===== src/rtl/rx_iq_pkg.sv =====
// rtl/rx_iq_pkg.sv - shared widths and sample-pair type for the RX I/Q FIFO
package rx_iq_pkg;

   localparam int IQ_DATA_W      = 24;
   localparam int IQ_FIFO_ADDR_W = 4;

   typedef struct packed {
      logic [IQ_DATA_W-1:0] q;
      logic [IQ_DATA_W-1:0] i;
   } iq_pair_t;

endpackage


===== src/rtl/rx_iq_fifo_if.sv =====
// rtl/rx_iq_fifo_if.sv - DDC sample input and MCU bus read side of the RX I/Q FIFO
interface rx_iq_fifo_if #(
   parameter int DATA_W = 24
);

   logic              sample_valid;
   logic [DATA_W-1:0] sample_I;
   logic [DATA_W-1:0] sample_Q;
   logic              IQ_RX_READ_REQ;
   logic              IQ_RX_READ_CLK;
   logic [DATA_W-1:0] RX_I;
   logic [DATA_W-1:0] RX_Q;
   logic              in_empty;

   modport master (
      output sample_valid, sample_I, sample_Q, IQ_RX_READ_REQ, IQ_RX_READ_CLK,
      input  RX_I, RX_Q, in_empty
   );

   modport slave (
      input  sample_valid, sample_I, sample_Q, IQ_RX_READ_REQ, IQ_RX_READ_CLK,
      output RX_I, RX_Q, in_empty
   );

endinterface


===== src/rtl/iq_fifo_mem.sv =====
// rtl/iq_fifo_mem.sv - simple dual-port storage, one write port and one registered read port
module iq_fifo_mem #(
   parameter int ADDR_W = 4,
   parameter int WIDTH  = 48
) (
   input  logic              clk,
   input  logic              reset_n,
   input  logic              wr_en,
   input  logic [ADDR_W-1:0] wr_addr,
   input  logic [WIDTH-1:0]  wr_data,
   input  logic              rd_en,
   input  logic              rd_clr,
   input  logic [ADDR_W-1:0] rd_addr,
   output logic [WIDTH-1:0]  rd_data
);

   logic [WIDTH-1:0] mem [2**ADDR_W];

   always_ff @(posedge clk) begin
      if (wr_en) begin
         mem[wr_addr] <= wr_data;
      end
   end

   // Same-cycle read of the slot being written returns the old contents.
   always_ff @(posedge clk or negedge reset_n) begin
      if (!reset_n) begin
         rd_data <= '0;
      end else if (rd_clr) begin
         rd_data <= '0;
      end else if (rd_en) begin
         rd_data <= mem[rd_addr];
      end
   end

endmodule


===== src/rtl/rx_iq_fifo.sv =====
// rtl/rx_iq_fifo.sv - show-ahead FIFO between the RX DDC output and the MCU parallel bus
module rx_iq_fifo
   import rx_iq_pkg::*;
#(
   parameter int DATA_W = IQ_DATA_W,
   parameter int ADDR_W = IQ_FIFO_ADDR_W
) (
   input  logic            clk_in,
   input  logic            reset_n,
   rx_iq_fifo_if.slave     bus,
   input  logic            flush,
   input  logic            overrun_clr,
   output logic [ADDR_W:0] level,
   output logic            iq_overrun,
   output logic            iq_underrun
);

   localparam logic [ADDR_W:0] DEPTH = {1'b1, {ADDR_W{1'b0}}};

   logic [ADDR_W-1:0]   wr_ptr, rd_ptr, wr_ptr_next, rd_ptr_next;
   logic [ADDR_W:0]     level_next;
   logic                read_clk_d, pop, pop_eff, push;
   logic                in_empty_next, overrun_next, underrun_next;
   logic [2*DATA_W-1:0] head;

   always_comb begin
      pop         = bus.IQ_RX_READ_REQ & bus.IQ_RX_READ_CLK & ~read_clk_d;
      pop_eff     = pop & (level != '0);
      push        = bus.sample_valid & ((level < DEPTH) | pop);
      wr_ptr_next = push    ? wr_ptr + ADDR_W'(1) : wr_ptr;
      rd_ptr_next = pop_eff ? rd_ptr + ADDR_W'(1) : rd_ptr;
      level_next  = level;
      if (push & ~pop_eff) begin
         level_next = level + (ADDR_W+1)'(1);
      end else if (~push & pop_eff) begin
         level_next = level - (ADDR_W+1)'(1);
      end
      // A head being written this edge is not readable yet, so stay empty one more cycle.
      in_empty_next = (level_next == '0) | (push & (wr_ptr == rd_ptr_next));
      overrun_next  = (bus.sample_valid & ~push) | (iq_overrun & ~overrun_clr);
      underrun_next = (pop & (level == '0)) | (iq_underrun & ~overrun_clr);
      if (flush) begin
         wr_ptr_next   = '0;
         rd_ptr_next   = '0;
         level_next    = '0;
         in_empty_next = 1'b1;
         overrun_next  = 1'b0;
         underrun_next = 1'b0;
      end
   end

   always_ff @(posedge clk_in or negedge reset_n) begin
      if (!reset_n) begin
         wr_ptr       <= '0;
         rd_ptr       <= '0;
         level        <= '0;
         read_clk_d   <= 1'b0;
         bus.in_empty <= 1'b1;
         iq_overrun   <= 1'b0;
         iq_underrun  <= 1'b0;
      end else begin
         wr_ptr       <= wr_ptr_next;
         rd_ptr       <= rd_ptr_next;
         level        <= level_next;
         read_clk_d   <= bus.IQ_RX_READ_CLK;
         bus.in_empty <= in_empty_next;
         iq_overrun   <= overrun_next;
         iq_underrun  <= underrun_next;
      end
   end

   iq_fifo_mem #(
      .ADDR_W (ADDR_W),
      .WIDTH  (2*DATA_W)
   ) u_mem (
      .clk     (clk_in),
      .reset_n (reset_n),
      .wr_en   (push & ~flush),
      .wr_addr (wr_ptr),
      .wr_data ({bus.sample_Q, bus.sample_I}),
      .rd_en   (~in_empty_next),
      .rd_clr  (flush),
      .rd_addr (rd_ptr_next),
      .rd_data (head)
   );

   assign bus.RX_I = head[DATA_W-1:0];
   assign bus.RX_Q = head[2*DATA_W-1:DATA_W];

endmodule


===== src/flat_wrapper.sv =====
// flat-port wrapper written by rule: the top's interface ports become plain ports
module rx_iq_fifo_flat import rx_iq_pkg::*;
#(
   parameter int DATA_W = IQ_DATA_W,
   parameter int ADDR_W = IQ_FIFO_ADDR_W
)
  (clk_in, reset_n, flush, overrun_clr, level, iq_overrun, iq_underrun, bus_sample_valid, bus_sample_I, bus_sample_Q, bus_IQ_RX_READ_REQ, bus_IQ_RX_READ_CLK, bus_RX_I, bus_RX_Q, bus_in_empty);
  rx_iq_fifo_if #(.DATA_W(DATA_W)) bus_i ();
  input  logic clk_in;
  input  logic reset_n;
  input  logic flush;
  input  logic overrun_clr;
  output logic [ADDR_W:0] level;
  output logic iq_overrun;
  output logic iq_underrun;
  input wire logic [$bits(bus_i.sample_valid)-1:0] bus_sample_valid;
  input wire logic [$bits(bus_i.sample_I)-1:0] bus_sample_I;
  input wire logic [$bits(bus_i.sample_Q)-1:0] bus_sample_Q;
  input wire logic [$bits(bus_i.IQ_RX_READ_REQ)-1:0] bus_IQ_RX_READ_REQ;
  input wire logic [$bits(bus_i.IQ_RX_READ_CLK)-1:0] bus_IQ_RX_READ_CLK;
  output wire logic [$bits(bus_i.RX_I)-1:0] bus_RX_I;
  output wire logic [$bits(bus_i.RX_Q)-1:0] bus_RX_Q;
  output wire logic [$bits(bus_i.in_empty)-1:0] bus_in_empty;
  assign bus_i.sample_valid = bus_sample_valid;
  assign bus_i.sample_I = bus_sample_I;
  assign bus_i.sample_Q = bus_sample_Q;
  assign bus_i.IQ_RX_READ_REQ = bus_IQ_RX_READ_REQ;
  assign bus_i.IQ_RX_READ_CLK = bus_IQ_RX_READ_CLK;
  assign bus_RX_I = bus_i.RX_I;
  assign bus_RX_Q = bus_i.RX_Q;
  assign bus_in_empty = bus_i.in_empty;
  rx_iq_fifo #(.DATA_W(DATA_W), .ADDR_W(ADDR_W)) u_core (.clk_in(clk_in), .reset_n(reset_n), .bus(bus_i), .flush(flush), .overrun_clr(overrun_clr), .level(level), .iq_overrun(iq_overrun), .iq_underrun(iq_underrun));
endmodule

===== config.mk =====
export PLATFORM = sky130hd
export DESIGN_NAME = rx_iq_fifo_flat
export DESIGN_NICKNAME = d
export VERILOG_FILES = /design/src/rtl/rx_iq_pkg.sv /design/src/rtl/rx_iq_fifo_if.sv /design/src/rtl/iq_fifo_mem.sv /design/src/rtl/rx_iq_fifo.sv /design/src/flat_wrapper.sv
export SDC_FILE = /design/constraint.sdc
export NUM_CORES = 1
export LEC_CHECK = 0
export CORE_MARGIN = 3
export CORE_UTILIZATION = 55
export DETAILED_ROUTE_END_ITERATION = 16
export GPL_TIMING_DRIVEN = 1
export PLACE_DENSITY = 0.77
export SETUP_SLACK_MARGIN = 0.3
export SYNTH_ARGS = -nofsm -noshare
export SYNTH_HDL_FRONTEND = slang
export SYNTH_SLANG_ARGS = --single-unit

===== constraint.sdc =====
create_clock -name clk_in -period 4.7 [get_ports clk_in]
set_clock_uncertainty 0.2 [all_clocks]
set_input_delay 0.94 -clock clk_in [delete_from_list [all_inputs] [get_ports clk_in]]
set_output_delay 0.94 -clock clk_in [all_outputs]
set_load 0.005 [all_outputs]

==> results.rst, run 1 <==
.. list-table::
   :header-rows: 1

   * - Metric
     - Value
   * - Most common library cells after synthesis
     - edfxtp_1, mux2i_1, nand3_1, a21oi_1, nand2_1
   * - Design area
     - 37400 sq um
   * - Final critical-path share of the clock period
     - 84.7%
   * - Chain of cells forming the critical path
     - inv_1 -> ha_1 -> or4b_4 -> a311oi_2 -> o211a_1 -> and2_2 -> buf_4 -> a22oi_1 -> and3_1 -> a32o_1
   * - Buffers added on ports
     - 110
   * - Net count of the mapped netlist
     - 2058
   * - Min cycle time layout
     - 3.98 ns
   * - Top cell family by delay on the critical path
     - simple AND/OR/NAND/NOR gates
   * - Die area
     - 61800 sq um
   * - Number of DRC violations after detailed routing
     - 0
   * - Antenna-violating nets left
     - 0
   * - Top-level port count
     - 111
   * - Biggest fanout along the worst timing path
     - 12
   * - Max Clk Rate
     - 0.251 GHz
   * - Worst-path clk slew
     - 0.06 ns
   * - Type of the worst setup path
     - flip-flop to flip-flop
   * - Initial antenna violation count
     - 3
   * - Initial core utilization
     - 55.9%
   * - Result of the run
     - completed
   * - Logic depth of the worst register-to-register path
     - 10
   * - Non-Filler Instances
     - 2947
   * - Vias/cell
     - 6.58
   * - CP required
     - 5.00 ns
   * - Worst vdd ir
     - 0.296 mV
   * - Wire length after detailed routing
     - 81700 um
   * - Tightest Pin Transition
     - 1.11 ns
   * - Clk buf depth
     - 3
   * - # clock sinks
     - 833
   * - Unrepaired setup endpoints after global routing
     - false
   * - Crit path DAT
     - 4.28 ns
   * - Relative slew slack
     - 26.1%
   * - Capture point of the worst reg-to-reg path
     - u_core.u_mem.rd_data[29]$_DFFE_PN0P_
   * - Buffers & Inverters on Critical Path
     - 2
   * - WL/cell
     - 27.7 um
   * - Library cell occupying the most area in the post-synthesis netlist
     - edfxtp_1
   * - Worst setup startpoint
     - u_core.level[1]$_DFF_PN0_
   * - Placement row count
     - 88
   * - Total of flip-flops plus latches after synthesis
     - 833
   * - Y dimension of the die
     - 249 um
   * - Post-CTS setup buffer count
     - 0
   * - Count of unique library cells instantiated by Yosys
     - 56
   * - GRT Resource Usage Total
     - 25.9%
   * - Cell type of the slowest stage on the worst timing path
     - or4b_4
   * - Max capacitance violation total
     - 0
   * - Via count of the routed design
     - 19400
   * - Starting DRT DRC Count
     - 2344
   * - Clock latency of the later-clocked register in the worst-skew pair
     - 0.63 ns
   * - Reg2reg setup slack
     - 0.72 ns
   * - Total CTS buffers
     - 81
   * - Synthesized instance count
     - 1996
   * - Via count of the first global-routing pass
     - 19700
   * - Final setup violation count
     - 0
   * - Proportion of synthesized chip area in sequential cells
     - 76.3%
   * - Total standard cell area after synthesis
     - 32400 sq um
   * - Maximum single-stage delay on the critical path
     - 0.57 ns
   * - Root buffer cell
     - clkbuf_16
   * - Kind of launch point of the worst setup path
     - flip-flop
   * - Dpl cell area
     - 34800 sq um
   * - Largest net degree at the start of global routing
     - 116
   * - Detailed placer's ending HPWL
     - 40800 um
   * - Average footprint of a synthesized cell
     - 16.2 sq um
   * - Cell count after placement
     - 2793
   * - Post-layout net count
     - 2173
   * - Total leakage power
     - 12.8 nW
   * - Area added between synthesis and finish
     - 15.6%
   * - Remaining global-route overflow
     - 0
   * - Share of layout cells above drive strength 1
     - 10.6%
   * - Count of instances resized after the clock tree is built
     - 0
   * - Warnings from Yosys
     - 0
   * - Pins over their slew limit
     - 0
   * - Filler Cell Count
     - 3826
   * - Beginning of the worst register-to-register path
     - u_core.level[1]$_DFF_PN0_
   * - Critical path endpoint category
     - flip-flop
   * - Most used flip-flop cell after synthesis
     - edfxtp_1
   * - Post-route setup slack
     - 0.719 ns
   * - Most repeated cell in the gate-level netlist after synthesis
     - edfxtp_1
   * - Number of enable flip-flop cells after synthesis
     - 768
   * - Share of async-settable or async-resettable flops after synthesis
     - 7.80%
   * - Horiz. Die Dim
     - 249 um
   * - Hold-fix buffers at CTS
     - 0
   * - Number of hold violations in the final report
     - 0
   * - Power per Cell Area
     - 416 nW/um^2
   * - TritonCTS clock tree
     - built
   * - Placement Setup Slack
     - 0.326 ns
   * - Iteration count of the initial detailed-routing pass
     - 6
   * - Synth area leaders
     - edfxtp_1, mux2i_1, dfrtp_1
   * - Routability congestion estimate from global placement
     - 0.831
   * - Hold Crit Class
     - primary input to asynchronous set/reset pin
   * - Wire length of the first global-routing pass
     - 121000 um
   * - Yosys top cell area share
     - 71.2%
   * - H-tree depth
     - 3
   * - Core area
     - 57900 sq um
[metal layers]
layer / up-vias / part of all wire, % / track usage (%) / wire length, um
met4: 2 / 3.1 / 9.64 / 2500
met5: - / 0.021 / 0 / 17
met1: 9760 / 38 / 35.1 / 31100
met3: 201 / 10 / 5.17 / 8560
met2: 1227 / 48 / 42.0 / 39500
li1: 8188 / - / - / -
[worst max-delay path by stage]
| stage | endpoint | slack [ns] | cells past startpoint |
|---|---|---|---|
| 2_1_floorplan | u_core.u_mem.mem[1][0]$_DFFE_PP_ | -0.89 | 5 |
| 3_3_place_gp | u_core.u_mem.rd_data[16]$_DFFE_PN0P_ | 0.47 | 10 |
| 3_5_place_dp | u_core.u_mem.rd_data[25]$_DFFE_PN0P_ | 0.33 | 10 |
| 4_1_cts | u_core.u_mem.rd_data[29]$_DFFE_PN0P_ | 0.76 | 10 |
| 5_1_grt | u_core.u_mem.rd_data[29]$_DFFE_PN0P_ | 0.60 | 10 |
| 6_report | u_core.u_mem.rd_data[29]$_DFFE_PN0P_ | 0.72 | 10 |
[flip-flops by register name (all words and copies together), names as in the netlist]
register              cells
u_core.u_mem.rd_data     48
u_core.bus.in_empty       1
u_core.iq_underrun        1
u_core.u_mem.mem        768
u_core.iq_overrun         1
u_core.rd_ptr             4
u_core.level              5
u_core.read_clk_d         1
u_core.wr_ptr             4
[cell families after synthesis]
group,Yosys count,synth area share [%]
fa+ha+maj,8,0.301
buf+inv,157,2.26
simple gates,377,5.76
mux,192,5.94
compound gates,420,9.24
flops,833,76.3
xor+xnor,9,0.243
[where the power goes]
part | switching, mW | internal (mW) | total (mW)
registers | 0.0910 | 8.21 | 8.30
clock network | 2.72 | 3.74 | 6.46
logic | 0.463 | 0.332 | 0.794
[area by class of cell]
cell class / instances / area (sq um) / area share [%]
clock buffers: 108 / 2190 / 5.85
flip-flops and latches: 833 / 24700 / 66.0
diodes: 3 / 7.51 / 0.0201
well taps: 765 / 957 / 2.56
inverters: 15 / 61.3 / 0.164
repair buffers: 174 / 1950 / 5.22
clock inverters: 43 / 457 / 1.22
multi-input cells: 1006 / 7100 / 19.0
[cells in the final DEF (no fill, tap or decap), types with 4 or more instances in the layout]
cell type and instances:
a21oi_2 11, nand2_1 108, nand3_1 152, a22oi_1 96, dfrtp_1 64, bufinv_16 8
inv_6 6, clkinv_2 15, a21oi_1 138, clkdlybuf4s50_1 109, o211ai_1 48, ha_1 7
inv_1 13, nand4_1 4, and3_2 8, mux2i_1 192, clkinv_1 11, xor2_1 5
nor2_1 19, nor2_4 6, clkbuf_8 4, nor3_2 4, o21ai_0 6, clkbuf_1 22
clkbuf_16 82, o2111ai_1 48, and2_1 5, buf_12 30, a32o_1 48, and3_1 48
edfxtp_1 768, buf_4 35, nor3_1 4
[through the flow]
step                      util [%]  total power [mW]  TNS, ns  hold slack [ns]
after global placement        60.0              9.21        0            0.290
after floorplan                  -              8.76  -171.71            0.289
after detailed placement      60.0              9.24        0            0.290
after global routing          64.6              16.0        0            0.243
final                         64.6              15.6        0            0.223
after CTS                     64.6              15.6        0            0.219
No activity file was read; power rests on OpenSTA's default activity.
==> run 2: changes to the inputs <==
--- a/config.mk
+++ b/config.mk
@@ -9,7 +9,7 @@
 export CORE_UTILIZATION = 55
 export DETAILED_ROUTE_END_ITERATION = 16
 export GPL_TIMING_DRIVEN = 1
-export PLACE_DENSITY = 0.77
+export PLACE_DENSITY = 0.74
 export SETUP_SLACK_MARGIN = 0.3
 export SYNTH_ARGS = -nofsm -noshare
 export SYNTH_HDL_FRONTEND = slang
==> constraint.sdc (replaced) <==
create_clock -name clk_in -period 3.8 [get_ports clk_in]
set_clock_uncertainty 0.2 [all_clocks]
set_input_delay 0.76 -clock clk_in [delete_from_list [all_inputs] [get_ports clk_in]]
set_output_delay 0.76 -clock clk_in [all_outputs]
set_load 0.005 [all_outputs]
==> run 2 against run 1 <==
  * Sequential share of layout area is 1.2 points lower
  * Cell area is 1.8% higher
  * Critical path depth stayed put
  * Non-clock buffer count is 41 higher
  * First-iteration DRC count is 5.6% lower
  * Fmax is 17% higher
  * Worst setup slack worse by 0.33 ns
  * Combinational power is 32% higher
  * Sequential power is 24% higher
  * Critical path type unchanged
  * Wire length is 0.57% lower
==> results.rst, run 2 (synthesis results as in run 1) <==
.. list-table::
   :header-rows: 1

   * - Metric
     - Value
   * - Top-level port count
     - 111 (unchanged)
   * - Vias/cell
     - 6.52 (-0.79%)
   * - WL/cell
     - 27.2 um (-1.8%)
   * - Clk buf depth
     - 3 (unchanged)
   * - Met1 routing resource usage after global routing
     - 35.3% (+0.25 points)
   * - Tightest Pin Transition
     - 0.837 ns (-0.271 ns)
   * - Most common cell after layout, fill and taps aside
     - edfxtp_1
   * - Unrepaired setup endpoints after global routing
     - false
   * - Worst vdd ir
     - 0.337 mV (+14%)
   * - Global-route met3 utilization
     - 5.47% (+0.30 points)
   * - Y dimension of the die
     - 249 um (unchanged)
   * - Placement Setup Slack
     - 0.0559 ns (-0.270 ns)
   * - Root buffer cell
     - clkbuf_16
   * - Horiz. Die Dim
     - 249 um (unchanged)
   * - Kind of launch point of the worst setup path
     - flip-flop
   * - # clock sinks
     - 833 (unchanged)
   * - Wire length after detailed routing
     - 81200 um (-0.57%)
   * - GRT met2 Usage
     - 39.9% (-2.2 points)
   * - Post-layout net count
     - 2213 (+1.8%)
   * - Commonest cells after routing, fill and taps aside
     - edfxtp_1, mux2i_1, nand3_1
   * - Sequential cell area in the final layout
     - 24700 sq um (unchanged)
   * - Total power after layout
     - 19.2 mW (+23%)
   * - Remaining global-route overflow
     - 0 (unchanged)
   * - Clock latency of the later-clocked register in the worst-skew pair
     - 0.62 ns (about the same)
   * - Final setup violation count
     - 0 (unchanged)
   * - Most heavily used metal layer in global routing
     - met2
   * - Core area
     - 57900 sq um (unchanged)
   * - Result of the run
     - completed
   * - Worst hold slack across all endpoints
     - 0.0534 ns (-0.169 ns)
   * - Iteration count of the initial detailed-routing pass
     - 6 (unchanged)
   * - Max capacitance violation total
     - 0 (unchanged)
   * - CP required
     - 4.09 ns (-0.91 ns)
   * - Power per Cell Area
     - 503 nW/um^2 (+21%)
   * - Hold Crit Class
     - primary input to asynchronous set/reset pin
   * - TritonCTS clock tree
     - built
   * - Max Clk Rate
     - 0.293 GHz (+17%)
   * - Total CTS buffers
     - 80 (-1.2%)
   * - Type of the worst setup path
     - flip-flop to flip-flop
   * - Routability congestion estimate from global placement
     - 0.809 (-2.6%)
   * - Registers with the most flip-flops
     - u_core.u_mem.mem x768, u_core.u_mem.rd_data x48, u_core.level x5
   * - Via count of the routed design
     - 19500 (+0.46%)
   * - Crit path DAT
     - 3.71 ns (-0.57 ns)
   * - Starting DRT DRC Count
     - 2213 (-5.6%)
   * - Initial antenna violation count
     - 3 (unchanged)
   * - Total leakage power
     - 13.1 nW (+2.4%)
   * - Relative slew slack
     - 44.2% (+18 points)
   * - Worst-path clk slew
     - 0.06 ns (about the same)
   * - H-tree depth
     - 3 (unchanged)
   * - Wire length of the first global-routing pass
     - 119000 um (-1.5%)
   * - Share of layout cells above drive strength 1
     - 12.2% (+1.6 points)
   * - Detailed placer's ending HPWL
     - 42300 um (+3.8%)
   * - Register bank with the most flops
     - u_core.u_mem.mem
   * - Via count of the first global-routing pass
     - 19400 (-1.5%)
   * - Number of DRC violations after detailed routing
     - 0 (unchanged)
   * - Post-route setup slack
     - 0.387 ns (-0.332 ns)
   * - Multi-input logic area
     - 7160 sq um (+0.83%)
   * - Initial core utilization
     - 55.9% (unchanged)
   * - Placement row count
     - 88 (unchanged)
   * - Critical path endpoint category
     - flip-flop
   * - Final critical-path share of the clock period
     - 89.8% (+5.1 points)
   * - Number of flip-flops in the largest register
     - 768 (unchanged)
   * - Buffers added on ports
     - 110 (unchanged)
   * - Cell count after placement
     - 2828 (+1.3%)
   * - Filler Cell Count
     - 3872 (+1.2%)
   * - Largest net degree at the start of global routing
     - 90 (-22%)
   * - Number of hold violations in the final report
     - 0 (unchanged)
   * - Pins over their slew limit
     - 0 (unchanged)
   * - Antenna-violating nets left
     - 0 (unchanged)
   * - Area added between synthesis and finish
     - 17.7%
   * - Min cycle time layout
     - 3.41 ns (-0.568 ns)
   * - Biggest fanout along the worst timing path
     - 12 (unchanged)
   * - Non-Filler Instances
     - 2984 (+1.3%)
   * - GRT Resource Usage Total
     - 25.5% (-0.39 points)
   * - Die area
     - 61800 sq um (unchanged)
==> run 2: cell count changes in the layout (fill, tap and decap cells not counted), moves of 2 or more <==
| cell | change |
|---|---|
| inv_6 | -4 |
| buf_4 | +10 |
| buf_6 | +3 |
| clkinv_2 | -3 |
| clkbuf_16 | +2 |
| clkbuf_8 | +3 |
| buf_12 | +26 |
| nor3_4 | +4 |
| nor3_2 | -4 |
| clkbuf_1 | +2 |
==> run 2: final timing paths <==
kind	from	endpoint	slack, ns	cells past startpoint
setup reg to reg	u_core.level[0]$_DFF_PN0_	u_core.u_mem.rd_data[19]$_DFFE_PN0P_	0.39	10
setup / recovery	u_core.level[0]$_DFF_PN0_	u_core.u_mem.rd_data[19]$_DFFE_PN0P_	0.39	10
min in group clk_in	u_core.u_mem.rd_data[4]$_DFFE_PN0P_	u_core.u_mem.rd_data[4]$_DFFE_PN0P_	0.30	1
hold / removal	reset_n	u_core.u_mem.rd_data[32]$_DFFE_PN0P_	0.05	1
max in group asynchronous	reset_n	u_core.bus.in_empty$_DFF_PN1_	2.52	2
hold reg to reg	u_core.u_mem.rd_data[4]$_DFFE_PN0P_	u_core.u_mem.rd_data[4]$_DFFE_PN0P_	0.30	1
==> run 2: layout make-up <==
cell class	instances	area share, %
well taps	765	2.51
multi-input cells	1006	18.8
clock inverters	34	0.926
flip-flops and latches	833	64.8
diodes	3	0.0197
repair buffers	215	6.91
clock buffers	113	5.87
inverters	15	0.167
==> run 2: timing repair <==
item	CTS	global route
resized for setup	0	10
setup endpoints to repair	0	49
buffers inserted	0	4
hold buffers	0	0
==> run 2: worst max-delay path, stage by stage, from the launching register on <==
cell and delay (ns):
dfrtp_1 0.45, inv_1 0.14, ha_2 0.23, or4b_4 0.57, a311oi_2 0.35, o211a_1 0.30
and2_2 0.25, buf_4 0.28, a22oi_1 0.13, and3_1 0.16, a32o_1 0.24
==> run 2: through the flow <==
step | TNS (ns) | utilization [%] | cell area (sq um)
floorplan | -30.00 | - | 32400
global placement | 0 | 61.1 | 35400
detailed placement | 0 | 61.1 | 35400
CTS | 0 | 65.6 | 38000
global route | 0 | 65.8 | 38100
finish | 0 | 65.8 | 38100
==> run 2: where the power goes <==
group	leakage [nW]	total [mW]	internal, mW	switching (mW)
combinational	4.09	1.05	0.465	0.589
sequential	7.79	10.3	10.2	0.107
clock	1.27	7.84	4.59	3.25
total	13.1	19.2	15.2	3.95
==> run 2: routing by layer <==
metal / wire, um / vias up
met5: 0 / -
met4: 2570 / 0
met3: 8950 / 193
met2: 38200 / 1218
li1: - / 8281
met1: 31500 / 9775
